===== config.mk =====
export PLATFORM = sky130hd
export DESIGN_NAME = alu_req_scheduler
export DESIGN_NICKNAME = d
export VERILOG_FILES = /design/src/rtl/alu_req_scheduler.sv
export SDC_FILE = /design/constraint.sdc
export NUM_CORES = 1
export LEC_CHECK = 0
export CAP_MARGIN = 20
export CORE_MARGIN = 2
export CORE_UTILIZATION = 30
export CTS_BUF_LIST = sky130_fd_sc_hd__clkbuf_16
export CTS_CLUSTER_SIZE = 25
export DETAILED_ROUTE_END_ITERATION = 16
export GPL_ROUTABILITY_DRIVEN = 1
export PLACE_DENSITY = 0.65
export SYNTH_ARGS = -nofsm -noshare
export SYNTH_HDL_FRONTEND = slang
export SYNTH_SLANG_ARGS = --single-unit

===== constraint.sdc =====
create_clock -name clk -period 2.2 [get_ports clk]
set_input_delay 0.55 -clock clk [delete_from_list [all_inputs] [get_ports clk]]
set_output_delay 0.55 -clock clk [all_outputs]
set_load 0.01 [all_outputs]

===== src/rtl/alu_req_scheduler.sv =====
// alu_req_scheduler
//   Shares one combinational WIDTH-bit ALU between two requesters
//   (req0 = execute stage, req1 = auxiliary/test master). Requests are
//   arbitrated round-robin. The granted control word and operands are held
//   stable on the ALU inputs for the op's latency. The result and carry are
//   then captured and returned over a response channel. Only one op is in
//   flight at any time.
//
// Handshake rule (request and response channels alike): a transfer happens
// on a rising clk edge where valid && ready are both high. A producer keeps
// its payload stable while valid is high and ready is low. ready may depend
// combinationally on valid. valid never depends on ready.
//
// Ports
//   clk, reset            clock; synchronous active-high reset
//   reqN_valid/ready      request handshake, N = 0,1
//   reqN_vlera/a/b        ALU control word (bit3 bnegate, bits2:0 op) and operands
//   alu_vlera/a/b         registered drive into the ALU
//   alu_rezultati/cout    combinational ALU outputs
//   rsp_valid/ready       response handshake
//   rsp_id                index of the requester that issued the op
//   rsp_rezultati/cout    captured ALU result and carry
//   busy                  high whenever the FSM is not in IDLE
//   op_count              number of completed (handshaken) responses, wraps
module alu_req_scheduler #(
  parameter int WIDTH   = 16,
  parameter int ALU_LAT = 1,
  parameter int MUL_LAT = 2
) (
  input  logic             clk,
  input  logic             reset,
  input  logic             req0_valid,
  output logic             req0_ready,
  input  logic [3:0]       req0_vlera,
  input  logic [WIDTH-1:0] req0_a,
  input  logic [WIDTH-1:0] req0_b,
  input  logic             req1_valid,
  output logic             req1_ready,
  input  logic [3:0]       req1_vlera,
  input  logic [WIDTH-1:0] req1_a,
  input  logic [WIDTH-1:0] req1_b,
  output logic [3:0]       alu_vlera,
  output logic [WIDTH-1:0] alu_a,
  output logic [WIDTH-1:0] alu_b,
  input  logic [WIDTH-1:0] alu_rezultati,
  input  logic             alu_cout,
  output logic             rsp_valid,
  input  logic             rsp_ready,
  output logic             rsp_id,
  output logic [WIDTH-1:0] rsp_rezultati,
  output logic             rsp_cout,
  output logic             busy,
  output logic [15:0]      op_count
);

  localparam int MAX_LAT = (ALU_LAT > MUL_LAT) ? ALU_LAT : MUL_LAT;
  // The counter holds the remaining EXEC cycles minus one, i.e. at most MAX_LAT-1.
  localparam int CNT_W   = (MAX_LAT > 1) ? $clog2(MAX_LAT) : 1;

  typedef enum logic [1:0] {
    IDLE = 2'd0,
    EXEC = 2'd1,
    RESP = 2'd2
  } state_t;

  state_t             state;
  state_t             state_nx;
  logic [CNT_W-1:0]   cnt;
  logic               last_grant;
  logic               cur_id;
  logic [15:0]        op_count_q;

  logic               grant_id;
  logic [3:0]         grant_vlera;
  logic [WIDTH-1:0]   grant_a;
  logic [WIDTH-1:0]   grant_b;
  logic [CNT_W-1:0]   grant_cnt;
  logic               accept;

  assign op_count = op_count_q;

  // Arbitration. A lone requester wins outright. Under contention, the
  // requester that did not win last time gets the grant.
  always_comb begin
    grant_id    = (req0_valid && req1_valid) ? ~last_grant : req1_valid;
    grant_vlera = grant_id ? req1_vlera : req0_vlera;
    grant_a     = grant_id ? req1_a     : req0_a;
    grant_b     = grant_id ? req1_b     : req0_b;
    // Multiply is the only op that gets a different settle time.
    grant_cnt   = (grant_vlera[2:0] == 3'b111) ? CNT_W'(MUL_LAT - 1)
                                               : CNT_W'(ALU_LAT - 1);
  end

  // Output decode
  always_comb begin
    req0_ready = !reset && (state == IDLE) && req0_valid && !grant_id;
    req1_ready = !reset && (state == IDLE) && req1_valid &&  grant_id;
    busy       = (state != IDLE);
  end

  assign accept = (req0_valid && req0_ready) || (req1_valid && req1_ready);

  // Next-state logic
  always_comb begin
    state_nx = state;
    case (state)
      IDLE:    if (accept)          state_nx = EXEC;
      EXEC:    if (cnt == '0)       state_nx = RESP;
      RESP:    if (rsp_ready)       state_nx = IDLE;
      default:                      state_nx = IDLE;
    endcase
  end

  // State and datapath registers
  always_ff @(posedge clk) begin
    if (reset) begin
      state         <= IDLE;
      cnt           <= '0;
      last_grant    <= 1'b1;
      cur_id        <= 1'b0;
      alu_vlera     <= '0;
      alu_a         <= '0;
      alu_b         <= '0;
      rsp_valid     <= 1'b0;
      rsp_id        <= 1'b0;
      rsp_rezultati <= '0;
      rsp_cout      <= 1'b0;
      op_count_q    <= '0;
    end else begin
      state <= state_nx;
      case (state)
        IDLE: begin
          if (accept) begin
            alu_vlera  <= grant_vlera;
            alu_a      <= grant_a;
            alu_b      <= grant_b;
            cur_id     <= grant_id;
            last_grant <= grant_id;
            cnt        <= grant_cnt;
          end
        end
        EXEC: begin
          if (cnt != '0) begin
            cnt <= cnt - CNT_W'(1);
          end else begin
            rsp_rezultati <= alu_rezultati;
            rsp_cout      <= alu_cout;
            rsp_id        <= cur_id;
            rsp_valid     <= 1'b1;
          end
        end
        RESP: begin
          // rsp_* and alu_* keep their values until the consumer takes the response.
          if (rsp_ready) begin
            rsp_valid  <= 1'b0;
            op_count_q <= op_count_q + 16'd1;
          end
        end
        default: ;
      endcase
    end
  end

endmodule


# After elaboration in Yosys (flattened, before gate mapping)
# Cells that the tools add are included.
[op_classes]
n_addsub = 2
n_eq_ne = 6
n_mux = 15
bitwise = 2
reduce_logical = 21
[op_table]
columns = ["op", "count"]
rows = [
  ["$mux 16", 2],
  ["$add 16x1->16 const B", 1],
  ["$logic_and 1x1->1", 8],
  ["$reduce_and 2->1", 4],
  ["$mux 1", 6],
  ["$mux 2", 3],
  ["$ne 2x2->1 const B", 3],
  ["$pmux 2 s3", 1],
  ["$reduce_and 3->1", 2],
  ["$reduce_bool 2->1", 3],
  ["$mux 4", 1],
  ["$pmux 1 s2", 2],
  ["$eq 3x3->1 const B", 1],
  ["$eq 2x1->1 const B", 1],
  ["$eq 2x2->1 const B", 1],
  ["$logic_not 1->1", 2],
  ["$logic_not 2->1", 1],
  ["$not 1->1", 2],
  ["$logic_or 1x1->1", 1],
  ["$sub 1x1->1 const B", 1],
]
[word_totals]
ff_bits = 76
elab_cells = 58

# Logic depth before layout (Yosys ltp)
[depth]
depth_word = 8
depth_mapped = 7

# Least setup slack after synthesis
# Ideal clock, no wire load.
[synth_timing]
path_kind = "input -> output"
start = "in req1_valid"
end = "out req1_ready"
t_arrival_ps = 1182
required_ps = 1650
slack_ps = 468
cell_stages = 3
n_path_buf = 1
path_cell_list = "a21boi_2 > buf_2 > and2_1"
[synth_via]
elab_chain_cells = 3
[synth_lines]
columns = ["item", "line_no", "text"]
rows = [
  ["start, declared", "37", "input logic req1_valid,"],
  ["$logic_and 1x1->1", "85", "grant_id = (req0_valid && req1_valid) ? ~last_grant : req1_valid;"],
  ["$mux 1", "85", ""],
  ["$logic_and 1x1->1 *", "97", "req1_ready = !reset && (state == IDLE) && req1_valid && grant_id;"],
  ["end, declared", "38", "output logic req1_ready,"],
]
# Every way passes the cells marked *; elsewhere a longest branch is shown, timed or not.

# Final worst setup path
[layout_timing]
start = "in req1_valid"
end = "out req0_ready"
[layout_via]
elab_chain_cells = 4
[layout_lines]
columns = ["item", "line_no", "text"]
rows = [
  ["$logic_and 1x1->1", "85", ""],
  ["$mux 1 *", "85", ""],
  ["$logic_not 1->1 *", "96", "req0_ready = !reset && (state == IDLE) && req0_valid && !grant_id;"],
  ["$logic_and 1x1->1 *", "96", ""],
  ["end, declared", "33", "output logic req0_ready,"],
]
# Marks and branches as above.

==> results.py <==
metrics = {
    "layout": {
        "drive_above_1_share": 0.0699,
        "design_area_sq_um": 5360,
        "num-fill-cells": 1007,
        "fin_util": 0.515,
        "syn_to_final_growth_pct": 65.8,
        "final_cell_mix": "163 x clkdlybuf4s50_1, 76 x dfxtp_1, 53 x nor2_1",
        "layout_commonest_cell": "clkdlybuf4s50_1",
        "antenna_cells": 0,
        "nNetsFinal": 620,
    },
    "placed_design": {
        "placed_area_sq_um": 5060,
        "place_ws_ns": -0.279,
        "post-dp-hpwl_microns": 6490,
        "place.gp.congestion": 0.742,
        "io_buffers": 167,
    },
    "synthesis": {
        "avgSynthCellArea_sq_um": 9.01,
        "ys_ff_latch": 76,
        "synth_ff_type": "dfxtp_1",
        "ys_types": 39,
        "synthArstFlopShare": 0,
        "syn_area_sq_um": 3230,
        "seq_area_frac_synth": 0.470,
        "yosys_warnings": 0,
        "syn_inst": 359,
        "synth.net_count": 454,
        "synth_edf_count": 0,
    },
    "global_routing": {
        "grt_util_met1": 0.176,
        "grt.total_usage": 0.155,
        "gr-usage-met2": 0.257,
        "globalRoute.busiestLayer": "met2",
        "antenna_found_initial": 1,
        "grt_pass1_wl_microns": 14200,
        "grtUsageMet3": 0.0533,
        "grt_overflow": 0,
        "grt_pass1_vias": 3038,
        "grt_max_degree": 78,
    },
    "worst_setup_path": {
        "critical_path_buf_inv_count": 2,
        "cp_slowest_cell": "clkdlybuf4s50_1",
        "critPathTopFamily": "buffers and inverters",
        "cp.arrival_ns": 1.61,
        "cp-end-kind": "output port",
        "crit_cells": 4,
        "path_cells": "clkdlybuf4s50_1 > a21boi_4 > nor2_1 > dlygate4sd2_1",
        "start_kind": "input port",
        "worst-endpoint-required_ns": 1.65,
        "worstPathMaxFanout": 4,
        "path_class": "in2out",
        "cpPeakStageDelay_ns": 0.50,
        "rr_worst_depth": 4,
    },
    "route": {
        "first_iter_violations": 74,
        "post_drt_wl_per_cell_microns": 13.3,
        "drc_errors": 0,
        "first_pass_iters": 4,
        "ant_nets": 0,
        "via_count": 3160,
        "drt-vias-per-instance": 4.75,
        "totalWireLength_microns": 8860,
    },
    "cts": {
        "cts_hold_buf": 0,
        "root_buffer": "clkbuf_16",
        "cts_tree": "done",
        "cts.sinks": 76,
        "htreeDepth": 3,
        "clk_pin_slew_ns": 0.05,
        "worstSkewPairLatency_ns": 0.33,
        "numCtsBuffers": 9,
        "cts_buffer_depth": 2,
    },
    "hold_path": {
        "hold_depth": 2,
        "worstHoldPathType": "reg2reg",
    },
    "timing": {
        "tightest_slew_ns": 0.843,
        "drv_slew": 0,
        "timing.final.crit_share": 0.980,
        "min_period_ns": 2.16,
        "setup_viol_count_final": 0,
        "rsz0062_at_grt": "no",
        "clock.fmax_mhz": 464,
        "fin_skew_ns": 0.00511,
        "slew_headroom": 0.438,
        "layout_setup_ws_ns": 0.0446,
        "finalSetupTns_ns": 0,
        "hold_violations": 0,
    },
    "floorplanning": {
        "dieHeight_microns": 108,
        "pin_count": 168,
        "start_util": 0.311,
        "die_w_microns": 108,
        "die-area_sq_um": 11600,
        "core_region_area_sq_um": 10400,
        "num_rows": 37,
    },
    "power_and_ir_drop": {
        "switchingPower_uw": 887,
        "p_leak_nw": 1.95,
        "ir_drop_uv": 407,
        "p_total_mw": 3.75,
        "p_clk_frac": 0.408,
        "pwr-share-seq": 0.404,
        "power.density_nw_per_um2": 698,
        "switching_share": 0.237,
        "p_int_mw": 2.86,
        "combPwrFrac": 0.188,
    },
    "run": {
        "drv_cap": 0,
    },
    "status": {
        "status": "finished clean",
    },
}
cell usage after synthesis (all sizes together) (2+ instances only):
cell type  number  area (sq um)
a21oi          27           135
mux2i          37           370
nor2b           4          25.0
xor2            2          17.5
xnor2           6          52.6
nand2          45           169
nor4            3          18.8
or3             5          36.3
nand3           5          25.0
or3b            2          17.5
inv             4          15.0
a211oi         36           270
nor3            6          30.0
nor2           53           199
dfxtp          76          1520
nand4           3          18.8
buf            19           108
o21ai           5          25.0
clkbuf          6          22.5
cell families after synthesis:
kind of cell,share of synthesized area
and+or+nand+nor,0.185
AOI/OAI and AO/OA,0.157
DFF,0.470
muxes,0.118
buffers and inverters,0.0449
xor gates and xnor gates,0.0217
adders and majority gates,0.00387
layer usage:
layer | vias up | routed length (microns)
li1 | 1599 | -
met1 | 1440 | 3760
met2 | 109 | 4130
met3 | 12 | 773
met4 | 0 | 200
met5 | - | 0
state kept, by name, summed over array words and instances (netlist names):
| register | cells |
|---|---|
| alu_a | 16 |
| alu_b | 16 |
| alu_vlera | 4 |
| cnt | 1 |
| cur_id | 1 |
| last_grant | 1 |
| op_count | 16 |
| rsp_cout | 1 |
| rsp_id | 1 |
| rsp_rezultati | 16 |
| rsp_valid | 1 |
| state | 2 |
area by class of cell:
type                    instances  area (sq um)  area share
well taps                     136           170      0.0317
repair buffers                180          1770       0.331
flip-flops and latches         76          1520       0.284
clock buffers                   9           225      0.0420
clock inverters                 6          81.3      0.0152
inverters                       4          15.0     0.00280
multi-input cells             254          1580       0.294
power by group through the flow:
| stage | combinational, mW | sequential [mW] | clock [mW] |
|---|---|---|---|
| floorplan | 0.273 | 1.58 | 0 |
| global placement | 0.704 | 1.54 | 0 |
| detailed placement | 0.714 | 1.54 | 0 |
| CTS | 0.715 | 1.51 | 1.57 |
| global route | 0.767 | 1.52 | 1.62 |
| finish | 0.704 | 1.51 | 1.53 |
worst register-to-register path, stage by stage, from the launching register on:
cell and delay [ns]:
dfxtp_1 0.45, nand3_1 0.16, or3_4 0.42, nor3_1 0.21
mux2_2 0.36
worst paths after layout:
kind	from	end	slack [ns]
worst min register to register	rsp_rezultati[14]	rsp_rezultati[14]	0.45
worst max-delay path	req1_valid	req0_ready	0.04
worst max register to register	op_count[3]	op_count[13]	0.50
worst min-delay path	rsp_rezultati[14]	rsp_rezultati[14]	0.45
metrics by stage:
stage	std cells	hold WS, ns
final	665	0.452
after global routing	665	0.470
after CTS	665	0.455
after detailed placement	650	0.447
after global placement	650	0.442
after floorplan	359	0.432
repair_timing:
action | CTS | global route
gates cloned | 0 | 0
buffers inserted | 0 | 0
gates resized for setup | 4 | 2
endpoints found under the setup margin | 2 | 2
endpoints found under the hold margin | 0 | 0
No activity file was read; power rests on OpenSTA's default activity.
